**src/rtl/regfile_scoreboard.sv**
```systemverilog
// regfile_scoreboard
//   Register file with per-register load scoreboard and read bypassing.
//   Register NREGS-1 is a hard zero register: it reads 0, ignores writes,
//   and never becomes pending.
//
//   Optional build macro REGFILE_SB_INIT_EN adds a clear sequencer. After
//   reset it walks registers 0..NREGS-2 and writes 0 to each, one per
//   cycle. While it runs, init_busy=1, stall=1, and ld/we writes and
//   load issues are dropped. Without the macro, the block is always in
//   RUN, init_busy=0, and array contents after reset are unspecified.
//
//   Handshake: there is no back-pressure on any input. stall is advisory
//   to the issuing pipeline, which must hold its read until stall=0. ld
//   and we writes are accepted on every edge unless init_busy=1.
//
// Ports
//   clk, rst                      clock, synchronous active-high reset
//   rd_en/rd_addr/rd_data         NRD combinational read ports (packed)
//   stall                         read-after-load hazard or init active
//   init_busy                     clear sequence active
//   iss_valid/iss_dst/iss_is_load instruction issue (sets pending on loads)
//   ld_valid/ld_addr/ld_data      load return write port (clears pending)
//   we/wa/wd                      ALU writeback port
//   byp_valid/byp_addr/byp_data   NBYP bypass sources, index 0 youngest
//   dbg_state/dbg_cnt             sequencer state and clear counter
module regfile_scoreboard #(
    parameter int DATA_W = 32,
    parameter int NREGS  = 32,
    parameter int NRD    = 2,
    parameter int NBYP   = 3,
    localparam int AW    = $clog2(NREGS)
) (
    input  logic                   clk,
    input  logic                   rst,
    input  logic [NRD-1:0]         rd_en,
    input  logic [NRD*AW-1:0]      rd_addr,
    output logic [NRD*DATA_W-1:0]  rd_data,
    output logic                   stall,
    output logic                   init_busy,
    input  logic                   iss_valid,
    input  logic [AW-1:0]          iss_dst,
    input  logic                   iss_is_load,
    input  logic                   ld_valid,
    input  logic [AW-1:0]          ld_addr,
    input  logic [DATA_W-1:0]      ld_data,
    input  logic                   we,
    input  logic [AW-1:0]          wa,
    input  logic [DATA_W-1:0]      wd,
    input  logic [NBYP-1:0]        byp_valid,
    input  logic [NBYP*AW-1:0]     byp_addr,
    input  logic [NBYP*DATA_W-1:0] byp_data,
    output logic [0:0]             dbg_state,
    output logic [AW-1:0]          dbg_cnt
);

    localparam logic [AW-1:0] ZR     = AW'(NREGS - 1);
    localparam logic [0:0]    ST_RUN = 1'b1;

    logic [DATA_W-1:0] mem [NREGS];
    logic [NREGS-1:0]  pending;
    logic              stall_hz;

    // ------------------------------------------------------------------
    // Clear sequencer
    // ------------------------------------------------------------------
`ifdef REGFILE_SB_INIT_EN
    localparam logic [0:0] ST_INIT = 1'b0;

    logic [0:0]    state;
    logic [AW-1:0] cnt;

    // cnt stops at NREGS-2 (the last non-zero register) and does not wrap.
    always_ff @(posedge clk) begin
        if (rst) begin
            state <= ST_INIT;
            cnt   <= '0;
        end else begin
            case (state)
                ST_INIT: begin
                    if (cnt == AW'(NREGS - 2)) state <= ST_RUN;
                    else                       cnt   <= cnt + 1'b1;
                end
                default: state <= ST_RUN;
            endcase
        end
    end

    assign init_busy = (state == ST_INIT);
    assign dbg_state = state;
    assign dbg_cnt   = cnt;
    assign stall     = init_busy | stall_hz;
`else
    assign init_busy = 1'b0;
    assign dbg_state = ST_RUN;
    assign dbg_cnt   = '0;
    // Pending bits may still be set before rst takes effect; hide them.
    assign stall     = stall_hz & ~rst;
`endif

    // ------------------------------------------------------------------
    // Register array
    // ------------------------------------------------------------------
    // ld is written after we, so a same-address collision stores ld_data.
    always_ff @(posedge clk) begin
        if (!init_busy) begin
            if (we && wa != ZR)             mem[wa]      <= wd;
            if (ld_valid && ld_addr != ZR)  mem[ld_addr] <= ld_data;
        end
`ifdef REGFILE_SB_INIT_EN
        if (!rst && state == ST_INIT) mem[cnt] <= '0;
`endif
    end

    // ------------------------------------------------------------------
    // Scoreboard
    // ------------------------------------------------------------------
    // The set is evaluated after the clear, so a load issued in the same
    // cycle its register's previous load returns keeps the bit pending.
    always_ff @(posedge clk) begin
        if (rst) begin
            pending <= '0;
        end else begin
            for (int r = 0; r < NREGS; r++) begin
                if (ld_valid && ld_addr == AW'(r))
                    pending[r] <= 1'b0;
                if (iss_valid && iss_is_load && !init_busy &&
                    iss_dst == AW'(r) && r != NREGS - 1)
                    pending[r] <= 1'b1;
            end
        end
    end

    // ------------------------------------------------------------------
    // Read ports
    // ------------------------------------------------------------------
    // Priority from lowest to highest is applied in statement order:
    // array, we, ld, bypass (scanned oldest to youngest), zero register.
    function automatic logic [DATA_W-1:0] read_port(input logic [AW-1:0] a);
        logic [DATA_W-1:0] v;
        v = mem[a];
        if (we && wa == a)            v = wd;
        if (ld_valid && ld_addr == a) v = ld_data;
        for (int b = NBYP - 1; b >= 0; b--) begin
            if (byp_valid[b] && byp_addr[b*AW +: AW] == a)
                v = byp_data[b*DATA_W +: DATA_W];
        end
        if (a == ZR) v = '0;
        return v;
    endfunction

    always_comb begin
        rd_data = '0;
        for (int p = 0; p < NRD; p++)
            rd_data[p*DATA_W +: DATA_W] = read_port(rd_addr[p*AW +: AW]);
    end

    // A pending register does not stall if its load returns this cycle;
    // the read port already forwards ld_data in that case.
    always_comb begin
        logic [AW-1:0] ra;
        stall_hz = 1'b0;
        ra       = '0;
        for (int p = 0; p < NRD; p++) begin
            ra = rd_addr[p*AW +: AW];
            if (rd_en[p] && pending[ra] && !(ld_valid && ld_addr == ra))
                stall_hz = 1'b1;
        end
    end

endmodule

```
**config.mk**
```make
export PLATFORM = sky130hd
export DESIGN_NAME = regfile_scoreboard
export DESIGN_NICKNAME = d
export VERILOG_FILES = /design/src/rtl/regfile_scoreboard.sv
export SDC_FILE = /design/constraint.sdc
export NUM_CORES = 2
export LEC_CHECK = 0
export CAP_MARGIN = 40
export CORE_ASPECT_RATIO = 0.7
export CORE_MARGIN = 3
export CORE_UTILIZATION = 40
export CTS_BUF_LIST = sky130_fd_sc_hd__clkbuf_2 sky130_fd_sc_hd__clkbuf_4 sky130_fd_sc_hd__clkbuf_8
export CTS_CLUSTER_DIAMETER = 120
export DETAILED_ROUTE_END_ITERATION = 10
export HOLD_SLACK_MARGIN = 0.03
export PLACE_DENSITY = 0.63
export SLEW_MARGIN = 25
export SYNTH_ARGS = -nofsm -noshare
export SYNTH_HDL_FRONTEND = slang
export SYNTH_SLANG_ARGS = --single-unit
```
**constraint.sdc**
```tcl
create_clock -name clk -period 3.97 [get_ports clk]
set_input_delay 0.397 -clock clk [delete_from_list [all_inputs] [get_ports clk]]
set_output_delay 0.397 -clock clk [all_outputs]
set_load 0.05 [all_outputs]
```
---- After elaboration in Yosys (flattened, before gate mapping) ----
Memory sizes are Yosys's and may differ from the RTL's.
Cells that the tools add are included.
word-level totals
  logic and storage cells ................. 308
  register bits ........................... 31
  memory bits (writable) .................. 1024
  input bits .............................. 211
  memories kept ........................... 1
memory list
  name  depth  width  read ports  clocked after memory_dff  write ports  line  text
  mem   32     32     2           0                         2            59    logic [DATA_W-1:0] mem [NREGS];
operators by class
  bitwise gates (word level) .............. 2
  reductions and logical operators ........ 114
  mux-type cells .......................... 84
  magnitude comparators ................... 2
  equal/unequal tests ..................... 74
operators by type and width
  cell                  count
  $mux W32              12
  $eq A5 B5 Y1 const B  32
  $eq A5 B4 Y1 const B  16
  $logic_and A1 B1 Y1   79
  $mux W1               70
  $reduce_bool A2 Y1    31
  $eq A5 B5 Y1          10
  $eq A5 B3 Y1 const B  8
  $eq A5 B2 Y1 const B  4
  $lt A5 B6 Y1 const B  2
  $bmux W1 S5           2
  $eq A5 B1 Y1 const B  2
  $logic_not A5 Y1      2
  $ne A5 B5 Y1 const B  2
  $logic_not A1 Y1      2
  $and A1 B1 Y1         1
  $not A1 Y1            1

---- Depth between registers and ports, before layout ----
  depth in word-level cells ............... 8
  gate-level depth with buffers ........... 11
  mapped depth without buffers ............ 6

---- Worst setup path after synthesis ----
OpenSTA, ideal clock, no wires.
  path kind ............................... input to register
  start point ............................. in wa[2]
  end point ............................... mem mem[10][0] (enable)
  arrival ................................. 3.350 ns
  cell stages on the path ................. 3
  setup slack ............................. 0.154 ns
  library setup time ...................... 0.466 ns
  cell sequence ........................... buf_2 or3b_2 o21ai_0
RTL lines
  item             line  text
  start, declared  47    input logic [AW-1:0] wa,
  end, declared    59

---- Worst setup path after layout ----
  start point ............................. in rd_addr[9]
  end point ............................... out rd_data[44]
between the ends
  word-level cells in the longest chain between the ends .. 8
ends and longest elaborated chain
  item                                                                     line  text
  start, declared                                                          36    input logic [NRD*AW-1:0] rd_addr,
  parallel branches: the longest is 7 deep, another holds $mem_v2 Z32 W32  n/a
  $mux W32 *                                                               147   if (a == ZR) v = '0;
  end, declared                                                            37    output logic [NRD*DATA_W-1:0] rd_data,
Every way passes the cells marked *.

==> impl_results.md <==
* Status: complete, no violations
* DR WL/cell at 35.8 µm
* First-pass GRT wire length at 360 mm
* Slew HR at 36.1%
* Global route overflow at 0
* Largest net degree at the start of global routing at 60
* Final TNS setup at 0 ns
* Vias in the first global route at 47100
* DR iter-0 viols at 6608
* Total global-route track usage at 30.1%
* Comb power frac at 18.6%
* Row count at 123
* Worst Hold Margin at 0.349 ns
* Place WS at 0.125 ns
* Top-area cell type share of the netlist area at 47.1%
* P_int at 0.0198 W
* Overall Power at 0.0276 W
* Ys Warns at 0
* Peak supply drop at 328 µV
* Worst Path Max Fanout at 14
* Setup bufs post-CTS at 0
* DR vias/cell at 6.66
* Final Cycle Share at 98.9%
* Number of nets still failing antenna checks after routing at 0
* Largest cells by area after synthesis: edfxtp_1 47%, mux2_2 16%, mux4_2 14%
* Clock share of power at 35.6%
* Biggest area consumer among synthesized cells: edfxtp_1
* Seq pwr share at 45.8%
* Post-Route WL at 257 mm
* Distinct cells, synth at 54
* I/O pins at 283
* Vias at 47800
* Synth async-reset ratio at 0%
* Final Max Slew Viols at 0
* Leak at 26.7 nW
* Initial antenna violation count at 13
* Post-CTS Resized at 0
* Core Footprint at 0.161 mm²
* Adder-Cell Fraction of Synth Area at 0%
* Ys flop type: edfxtp_1
* Clock root cell: clkbuf_8
* Most common cell after layout, fill and taps aside: edfxtp_1
* Fillers at 14200
* Worst EP arrival at 3.53 ns
* Die area at 0.168 mm²
* Port buffer count at 275
* Synth Area in Simple Gates at 4.64%
* DRC Markers at 0
* DP HPWL at 160 mm
* Worst-skew pair later-pin latency at 0.90 ns
* Worst hold path type: input pin to flip-flop
* Layout Area Growth over Synthesis at 16.9%
* Die height at 344 µm
* CTS tree: done
* Unrepaired setup endpoints after global routing: no
* Req. time, crit path at 3.57 ns
* Crit Path Category: input pin to primary output
* Layout cells sized above 1 at 41.6%
* Largest family of logic cells by synthesized area: multiplexers
* Cts hold-fix bufs at 0
* Post-Syn Instances at 4690
* Worst slew pin tran at 0.959 ns
* Worst setup margin at 0.0431 ns
* Final RePlAce weighted congestion at 0.934
* Total CTS buffers at 174
* EDFF count, synth at 1024
* Pwr Density at 362 mW/mm²
* Mapped Area at 0.0652 mm²
* Iteration count of the initial detailed-routing pass at 6
* Clock Path Buffers at 3
* CTS clock-pin slew for the worst setup and hold paths at 0.05 ns
* Reg2Reg Setup Slack at 3.25 ns
* Tmin final at 3.93 ns
* Switching power at 0.00781 W
* Crit end category: primary output
* Compound-Gate Fraction of Synth Area at 5.66%
* Switch share at 28.3%
* CTS Sinks at 1055
* Peak Freq at 255 MHz
* # H-tree levels at 4
* Synth Area per Inst at 13.9 µm²
* Final Skew at 0 ns
* Dpl cells at 6848
* Synth Area in XOR/XNOR at 0.671%
* Initial Utilization at 40.4%
* Seq/Total Area, Yosys at 48.1%
* MaxCap Viol Count at 0
* Commonest non-fill, non-tap cells in the layout: 1024 x edfxtp_1, 936 x mux2_2, 456 x mux2i_1
* Die width at 489 µm
* Final-report setup violation count at 0
* NumNets Final at 5111
* Mux cell area share after synthesis at 36.7%
* Final-report hold violation count at 0
* Critical Path Source Type: input pin
* Yosys reg bits at 1055
* Layout Cells excl Fill at 7174
-- kinds of logic (layout without fill, tap and decap cells) --
family | after synthesis | after routing
buffers and inverters | 612 | 923
muxes | 1784 | 1784
and+or+nand+nor | 690 | 690
other | 2 | 50
AOI/OAI and AO/OA | 497 | 497
xor gates and xnor gates | 50 | 50
DFF | 1055 | 1055
-- cell usage after synthesis, drive strengths merged (39+ instances only) --
cell type / number
mux4: 392
nand2: 392
nand4: 70
o221ai: 63
mux2i: 456
nor2: 117
mux2: 936
edfxtp: 1024
a21oi: 65
a22oi: 191
clkbuf: 416
buf: 195
nor3: 39
-- worst max-delay path, cell delays in order --
cell             delay (ns)
clkdlybuf4s50_1        0.45
buf_4                  0.27
xnor2_1                0.16
nand4_1                0.33
nor3_1                 0.29
buf_4                  0.17
and3b_2                0.24
buf_4                  0.26
o211a_1                0.18
nor3_1                 0.39
buf_4                  0.24
buf_12                 0.14
-- sequential cells by signal, indices dropped and copies added, names as in the netlist --
register / flops
mem: 1024
pending: 31
-- final timing paths --
check,start,end,depth (start not counted)
min,wd[18],mem[31][18],2
max reg2reg,pending[19],pending[19],2
min reg2reg,pending[26],pending[26],2
max,rd_addr[9],rd_data[44],12
-- power by group through the flow --
stage          sequential [W]  clock, W  combinational, W
4_1_cts                0.0126   0.00991           0.00504
6_report               0.0126   0.00984           0.00513
3_5_place_dp           0.0129         0           0.00503
3_3_place_gp           0.0129         0           0.00499
2_1_floorplan          0.0128         0           0.00289
5_1_grt                0.0127    0.0104           0.00531
-- area by class of cell --
type	instances	area (µm²)	share of cell area, %
multi-input cells	3060	31800	41.8
clock buffers	237	2900	3.80
diodes	11	27.5	0.0361
clock inverters	77	498	0.653
flip-flops and latches	1055	31400	41.2
repair buffers	608	6940	9.10
inverters	1	3.75	0.00492
well taps	2125	2660	3.49
-- metal layers --
| metal | vias up | track usage, % | wire length [µm] |
|---|---|---|---|
| met5 | - | 0 | 63 |
| met4 | 10 | 14.7 | 14200 |
| met3 | 702 | 8.90 | 33000 |
| met2 | 3524 | 44.5 | 111000 |
| met1 | 24500 | 40.5 | 98100 |
| li1 | 19000 | - | - |
-- metrics by stage --
stage	instance area, µm²	util (%)
floorplan	65400	-
global placement	72600	45.0
detailed placement	72800	45.1
CTS	76200	47.2
global route	76200	47.2
finish	76200	47.3
Power figures use the tool's default switching activity.
